### src/rtl/mult_seq_pkg.sv
// Shared types and helpers for the sequential signed multiplier.
package mult_seq_pkg;

  typedef enum logic [1:0] {IDLE, ADD, SHIFT, DONE} mult_state_t;

  // Width of the step counter for a given operand width (never below 1 bit).
  function automatic int unsigned cnt_width(input int unsigned w);
    return (w <= 2) ? 1 : $clog2(w);
  endfunction

endpackage

### src/rtl/mult_seq_unit_shift_reg_n.sv
// Loadable right-shift register used for the accumulator and multiplier.
module shift_reg_n #(
  parameter int unsigned WIDTH = 8
) (
  input  logic             Clk,
  input  logic             Reset_n,
  input  logic             Load,
  input  logic             Shift_En,
  input  logic             Shift_In,
  input  logic [WIDTH-1:0] D,
  output logic [WIDTH-1:0] Q,
  output logic             Shift_Out
);

  // Load has priority over shift; otherwise hold.
  always_ff @(posedge Clk or negedge Reset_n) begin
    if (!Reset_n)
      Q <= '0;
    else if (Load)
      Q <= D;
    else if (Shift_En)
      Q <= {Shift_In, Q[WIDTH-1:1]};
  end

  assign Shift_Out = Q[0];

endmodule

### src/rtl/mult_seq_unit.sv
// Signed shift-add multiplier: X/A/B/M datapath with its control FSM.
module mult_seq_unit
  import mult_seq_pkg::*;
#(
  parameter int unsigned WIDTH = 8
) (
  input  logic               Clk,
  input  logic               Reset_n,
  input  logic               Start,
  input  logic               Clear_Load,
  input  logic [WIDTH-1:0]   Din,
  output logic               Busy,
  output logic               Done,
  output logic               X,
  output logic [WIDTH-1:0]   Aout,
  output logic [WIDTH-1:0]   Bout,
  output logic [2*WIDTH-1:0] Product
);

  localparam int unsigned     CW   = cnt_width(WIDTH);
  localparam logic [CW-1:0]   LAST = CW'(WIDTH - 1);

  mult_state_t       state, state_nxt;
  logic [CW-1:0]     cnt;
  logic [WIDTH-1:0]  m_q;
  logic [WIDTH-1:0]  a_q, b_q;
  logic              x_q;
  logic              a_lsb, b_lsb;
  logic              load_start, load_clr, add_en, shift_en;
  logic              a_load;
  logic [WIDTH-1:0]  a_d;
  logic [WIDTH:0]    ext_a, ext_m, sum;

  // State register.
  always_ff @(posedge Clk or negedge Reset_n) begin
    if (!Reset_n)
      state <= IDLE;
    else
      state <= state_nxt;
  end

  // Next-state logic; DONE waits for Start low so a held Start cannot retrigger.
  always_comb begin
    state_nxt = state;
    unique case (state)
      IDLE:  if (Start) state_nxt = ADD;
      ADD:   state_nxt = SHIFT;
      SHIFT: state_nxt = (cnt == LAST) ? DONE : ADD;
      DONE:  if (!Start) state_nxt = IDLE;
      default: state_nxt = IDLE;
    endcase
  end

  // Output and datapath-control decode.
  always_comb begin
    Busy       = (state == ADD) || (state == SHIFT);
    Done       = (state == DONE);
    load_start = (state == IDLE) && Start;
    load_clr   = (state == IDLE) && !Start && Clear_Load;
    add_en     = (state == ADD) && b_lsb;
    shift_en   = (state == SHIFT);
  end

  // Sign-extended add, or subtract on the final step to weight the multiplier sign bit negatively.
  always_comb begin
    ext_a = {a_q[WIDTH-1], a_q};
    ext_m = {m_q[WIDTH-1], m_q};
    sum   = (cnt == LAST) ? (ext_a - ext_m) : (ext_a + ext_m);
    a_load = load_start || load_clr || add_en;
    a_d    = add_en ? sum[WIDTH-1:0] : '0;
  end

  // Sign-extension bit, multiplicand and step counter.
  always_ff @(posedge Clk or negedge Reset_n) begin
    if (!Reset_n) begin
      x_q <= 1'b0;
      m_q <= '0;
      cnt <= '0;
    end else begin
      if (load_start || load_clr)
        x_q <= 1'b0;
      else if (add_en)
        x_q <= sum[WIDTH];
      if (load_start) begin
        m_q <= Din;
        cnt <= '0;
      end else if (shift_en && cnt != LAST) begin
        cnt <= cnt + 1'b1;
      end
    end
  end

  shift_reg_n #(.WIDTH(WIDTH)) u_a_reg (
    .Clk       (Clk),
    .Reset_n   (Reset_n),
    .Load      (a_load),
    .Shift_En  (shift_en),
    .Shift_In  (x_q),
    .D         (a_d),
    .Q         (a_q),
    .Shift_Out (a_lsb)
  );

  shift_reg_n #(.WIDTH(WIDTH)) u_b_reg (
    .Clk       (Clk),
    .Reset_n   (Reset_n),
    .Load      (load_clr),
    .Shift_En  (shift_en),
    .Shift_In  (a_lsb),
    .D         (Din),
    .Q         (b_q),
    .Shift_Out (b_lsb)
  );

  assign X       = x_q;
  assign Aout    = a_q;
  assign Bout    = b_q;
  assign Product = {a_q, b_q};

endmodule

### config.mk
export PLATFORM = sky130hd
export DESIGN_NAME = mult_seq_unit
export DESIGN_NICKNAME = d
export VERILOG_FILES = /design/src/rtl/mult_seq_pkg.sv /design/src/rtl/mult_seq_unit_shift_reg_n.sv /design/src/rtl/mult_seq_unit.sv
export SDC_FILE = /design/constraint.sdc
export NUM_CORES = 1
export LEC_CHECK = 0
export BUFFER_PORTS_ARGS = -buffer_cell sky130_fd_sc_hd__buf_2
export CAP_MARGIN = 20
export CORE_MARGIN = 2
export CORE_UTILIZATION = 30
export CTS_CLUSTER_SIZE = 25
export DETAILED_ROUTE_END_ITERATION = 6
export PLACE_DENSITY = 0.49
export SLEW_MARGIN = 20
export SYNTH_ARGS = -nofsm -noshare
export SYNTH_HDL_FRONTEND = slang
export SYNTH_SLANG_ARGS = --single-unit
### constraint.sdc
create_clock -name Clk -period 3.4 [get_ports Clk]
set_input_delay 0.34 -clock Clk [delete_from_list [all_inputs] [get_ports Clk]]
set_output_delay 0.34 -clock Clk [all_outputs]
set_load 0.01 [all_outputs]
==> run_summary.xml <==
<?xml version="1.0" encoding="UTF-8"?>
<metrics>
  <group name="clock_tree">
    <metric name="cts_tree" unit="">done</metric>
    <metric name="count_of_instances_resized_after_the_clock_tree_is_built" unit="">0</metric>
    <metric name="postCtsSetupBuffers" unit="">0</metric>
    <metric name="clk_path_buf_depth" unit="">2</metric>
    <metric name="ctsRootBufferMaster" unit="">sky130_fd_sc_hd__clkbuf_8</metric>
    <metric name="clock_insertion_delay_worst_skew" unit="ns">0.28</metric>
    <metric name="cts.htree.levels" unit="">2</metric>
    <metric name="cts_hold_bufs" unit="">0</metric>
    <metric name="cts.sinks" unit="">30</metric>
    <metric name="cts_inserted_buffers" unit="">5</metric>
    <metric name="clkSlewWorstSetupHoldPaths" unit="ns">0.07</metric>
  </group>
  <group name="worst_setup_path">
    <metric name="worst_setup_path_start_kind" unit="">flop</metric>
    <metric name="critPathKind" unit="">reg2reg</metric>
    <metric name="worst_r2r_endpoint" unit="">X$_DFFE_PN0N_</metric>
    <metric name="critical_path_peak_fanout" unit="">11</metric>
    <metric name="cp.required" unit="ns">3.61</metric>
    <metric name="startpoint_of_the_lowest_slack_register_to_register_path" unit="">cnt[0]$_DFFE_PN0P_</metric>
    <metric name="cp_data_arrival_time" unit="ns">3.01</metric>
    <metric name="worst_r2r_setup_slack" unit="ns">0.59</metric>
    <metric name="critical_path_sink_type" unit="">flop</metric>
    <metric name="r2r_cell_count" unit="">10</metric>
  </group>
  <group name="job">
    <metric name="max_cap_violations" unit="">0</metric>
  </group>
  <group name="sta">
    <metric name="fin_skew" unit="ns">0.003213</metric>
    <metric name="rsz0062_at_grt" unit="">false</metric>
    <metric name="setup_viol" unit="">0</metric>
    <metric name="fmax" unit="MHz">356.3</metric>
    <metric name="timing.max_slew.rel_slack" unit="%">49.21</metric>
    <metric name="final_hold_viol_count" unit="">0</metric>
    <metric name="report.final.slew_viol_count" unit="">0</metric>
    <metric name="slew_at_the_pin_closest_to_its_max_slew_limit" unit="ns">0.7567</metric>
    <metric name="fin_crit_sh" unit="%">82.55</metric>
    <metric name="min_period" unit="ns">2.807</metric>
    <metric name="fin_tns_setup" unit="ns">0</metric>
  </group>
  <group name="placement">
    <metric name="detailed_place.area" unit="mm²">0.002261</metric>
    <metric name="io_buffers" unit="">46</metric>
    <metric name="placed_cells" unit="">322</metric>
    <metric name="detailed_placer_s_ending_hpwl" unit="mm">3.473</metric>
    <metric name="gp_routability_congestion" unit="">0.7936</metric>
  </group>
  <group name="synthesis">
    <metric name="mappedNetlistArea" unit="mm²">0.002090</metric>
    <metric name="synth.yosys.seq_area_share" unit="%">35.93</metric>
    <metric name="distinct_cells_synth" unit="">38</metric>
    <metric name="netlist_instances" unit="">220</metric>
    <metric name="synthXorXnorAreaFrac" unit="%">3.772</metric>
    <metric name="ys_top_cells_by_area" unit="">sky130_fd_sc_hd__dfrtp_1 (36%), sky130_fd_sc_hd__ha_1 (9.6%), sky130_fd_sc_hd__mux2_2 (7.5%), sky130_fd_sc_hd__buf_4 (6.8%), sky130_fd_sc_hd__mux2i_1 (5.7%)</metric>
    <metric name="synth_async_sr_flop_share" unit="%">100.0</metric>
    <metric name="number_of_enable_type_register_cells_in_the_synthesized_netlist" unit="">0</metric>
    <metric name="synth_compound_area_share" unit="%">13.77</metric>
    <metric name="muxShareOfSynthArea" unit="%">13.29</metric>
    <metric name="synth-main-ff-cell" unit="">sky130_fd_sc_hd__dfrtp_1</metric>
    <metric name="synth_register_bits" unit="">30</metric>
    <metric name="post-synth-top-area-cell" unit="">sky130_fd_sc_hd__dfrtp_1</metric>
    <metric name="synthDominantCellAreaShare" unit="%">35.93</metric>
    <metric name="syn-mean-instance-area" unit="µm²">9.498</metric>
    <metric name="yosysMostFrequentCell" unit="">sky130_fd_sc_hd__dfrtp_1</metric>
    <metric name="mappedNetlistNets" unit="">249</metric>
    <metric name="synth_top_cells_by_count" unit="">sky130_fd_sc_hd__dfrtp_1 (30), sky130_fd_sc_hd__buf_4 (19), sky130_fd_sc_hd__a21oi_1 (18)</metric>
    <metric name="synth_top_family_by_area" unit="">compound AO/OA/AOI/OAI gates</metric>
    <metric name="yosys.area_share.simple" unit="%">12.93</metric>
    <metric name="synth_adder_area_share" unit="%">10.54</metric>
    <metric name="ys.warnings.count" unit="">0</metric>
  </group>
  <group name="power_and_ir_drop">
    <metric name="power.leakage" unit="nW">1.099</metric>
    <metric name="power_dens_cells" unit="mW/mm²">1104</metric>
    <metric name="seq_power_share" unit="%">27.2</metric>
    <metric name="clock_power_share" unit="%">12.0</metric>
    <metric name="switching_power" unit="mW">1.156</metric>
    <metric name="p_int" unit="mW">1.445</metric>
    <metric name="power_switching_share" unit="%">44.44</metric>
    <metric name="peakVddDrop" unit="V">0.0003381</metric>
    <metric name="combPwrFrac" unit="%">60.9</metric>
  </group>
  <group name="final_layout">
    <metric name="design.final.nets" unit="">278</metric>
    <metric name="layout-drive-gt1-share" unit="%">29.20</metric>
    <metric name="insertedDiodeCount" unit="">0</metric>
    <metric name="finish.cell_count_without_fillers" unit="">330</metric>
    <metric name="layout.cell_area.non_filler" unit="mm²">0.002356</metric>
    <metric name="syn2layout_area_growth" unit="%">12.75</metric>
  </group>
  <group name="detailed_routing">
    <metric name="vias" unit="">1628</metric>
    <metric name="first_pass_iters" unit="">4</metric>
    <metric name="antenna_violating_nets_post_route" unit="">0</metric>
    <metric name="routed_wirelength" unit="mm">4.574</metric>
    <metric name="wl_met2" unit="mm">2.020</metric>
    <metric name="drt_iter0_drc" unit="">33</metric>
    <metric name="average_wire_per_standard_cell" unit="µm">13.86</metric>
    <metric name="detail_route.vias_per_cell" unit="">4.933</metric>
    <metric name="detail_route.drc_violations" unit="">0</metric>
    <metric name="wl_met1" unit="mm">2.286</metric>
    <metric name="highest_layer" unit="">met4</metric>
    <metric name="met3_routed_wl" unit="µm">215</metric>
  </group>
  <group name="floorplan">
    <metric name="top_ports" unit="">47</metric>
    <metric name="fp-row-count" unit="">30</metric>
    <metric name="die_area" unit="mm²">0.007648</metric>
    <metric name="die_w" unit="µm">87.46</metric>
    <metric name="fp.coreArea" unit="mm²">0.006756</metric>
    <metric name="fp.dieH" unit="µm">87.46</metric>
    <metric name="floorplan.initialDensity" unit="%">30.93</metric>
  </group>
  <group name="global_route">
    <metric name="groute.usage.overall" unit="%">12.54</metric>
    <metric name="grt_pass1_wl" unit="mm">7.362</metric>
    <metric name="globalRoute.totalOverflow" unit="">0</metric>
    <metric name="grt_antenna_before_repair" unit="">0</metric>
    <metric name="pin_count_of_the_biggest_net_entering_global_routing" unit="">31</metric>
    <metric name="grt_pass1_vias" unit="">1463</metric>
  </group>
  <group name="outcome">
    <metric name="outcome" unit="">finished, final reports clean</metric>
  </group>
  <group name="worst_hold_path">
    <metric name="timing.hold.worst.class" unit="">in2async</metric>
  </group>
</metrics>
[registers in the layout, summed over array words and instances (netlist names)]
signal,cells
cnt,3
u_b_reg.Q,8
state,2
X,1
m_q,8
u_a_reg.Q,8
[cell type report]
type	instances	area [µm²]
Clock inverter	2	12.51
Sequential cell	30	750.7
Fill cell	719	4400
Timing Repair Buffer	47	237.7
Clock buffer	6	82.58
Inverter	10	37.54
Multi-Input combinational cell	155	1135
Tap cell	80	100.1
[critical path: stages (launching register included)]
cell and delay, ns:
sky130_fd_sc_hd__dfrtp_1 0.39, sky130_fd_sc_hd__ha_1 0.20, sky130_fd_sc_hd__ha_1 0.30, sky130_fd_sc_hd__nor2_1 0.17, sky130_fd_sc_hd__xnor2_1 0.15, sky130_fd_sc_hd__ha_1 0.29, sky130_fd_sc_hd__nor2b_1 0.16, sky130_fd_sc_hd__o31a_1 0.28
sky130_fd_sc_hd__o41a_1 0.32, sky130_fd_sc_hd__or3_1 0.30, sky130_fd_sc_hd__a31oi_1 0.16
[power by group through the flow]
stage               Clock (mW)  Combinational [mW]  Sequential, mW
floorplan                    0                1.28           0.710
global placement             0                1.59           0.718
detailed placement           0                1.60           0.721
CTS                      0.325                1.61           0.713
global route             0.345                1.80           0.741
finish                   0.311                1.58           0.707
[cells in the final DEF, fill, tap and decap left out, types with 2 or more instances in the layout]
| master | instances |
|---|---|
| sky130_fd_sc_hd__or3_1 | 2 |
| sky130_fd_sc_hd__a31oi_1 | 4 |
| sky130_fd_sc_hd__nor2_1 | 17 |
| sky130_fd_sc_hd__buf_2 | 46 |
| sky130_fd_sc_hd__nor3b_1 | 3 |
| sky130_fd_sc_hd__o21ai_0 | 15 |
| sky130_fd_sc_hd__nand2b_1 | 2 |
| sky130_fd_sc_hd__a21oi_1 | 18 |
| sky130_fd_sc_hd__mux2_2 | 14 |
| sky130_fd_sc_hd__nor2b_1 | 3 |
| sky130_fd_sc_hd__nor3_1 | 6 |
| sky130_fd_sc_hd__ha_1 | 16 |
| sky130_fd_sc_hd__nand3_1 | 8 |
| sky130_fd_sc_hd__mux2i_1 | 12 |
| sky130_fd_sc_hd__dfrtp_1 | 30 |
| sky130_fd_sc_hd__o21a_1 | 3 |
| sky130_fd_sc_hd__clkbuf_8 | 6 |
| sky130_fd_sc_hd__inv_1 | 10 |
| sky130_fd_sc_hd__xnor2_1 | 8 |
| sky130_fd_sc_hd__nand2_1 | 8 |
[routing by layer]
metal / global-route usage [%] / vias to the layer above
met5: 0 / -
met4: 4.196 / 0
met3: 3.791 / 5
met2: 18.87 / 32
met1: 17.07 / 767
li1: - / 824
[worst max-delay path by stage]
| stage | depth (start not counted) | slack (ns) | startpoint | end |
|---|---|---|---|---|
| 2_1_floorplan | 11 | 0.76 | cnt[0]$_DFFE_PN0P_ | X$_DFFE_PN0N_ |
| 3_3_place_gp | 10 | 0.66 | cnt[0]$_DFFE_PN0P_ | X$_DFFE_PN0N_ |
| 3_5_place_dp | 10 | 0.61 | cnt[0]$_DFFE_PN0P_ | X$_DFFE_PN0N_ |
| 4_1_cts | 10 | 0.59 | cnt[0]$_DFFE_PN0P_ | X$_DFFE_PN0N_ |
| 5_1_grt | 10 | 0.39 | cnt[0]$_DFFE_PN0P_ | X$_DFFE_PN0N_ |
| 6_report | 10 | 0.59 | cnt[0]$_DFFE_PN0P_ | X$_DFFE_PN0N_ |
[through the flow]
step           utilization, %  setup slack, ns  total power, mW  hold WS [ns]
6_report                34.87           0.5935            2.601       0.09857
3_3_place_gp            33.46           0.6605            2.308        0.4426
5_1_grt                 34.87           0.3853            2.882        0.1509
4_1_cts                 34.87           0.5894            2.648        0.1234
2_1_floorplan               -           0.7555            1.988       0.04441
3_5_place_dp            33.46           0.6119            2.324        0.4408
[logic make-up (layout without fill, tap and decap cells)]
logic type	after synthesis	count (layout)
AOI/OAI and AO/OA	49	49
adders and majority gates	17	17
muxes	26	26
and+or+nand+nor	54	54
DFF	30	30
xor gates and xnor gates	9	9
buffers and inverters	35	65
(Power assumes the default switching activity.)
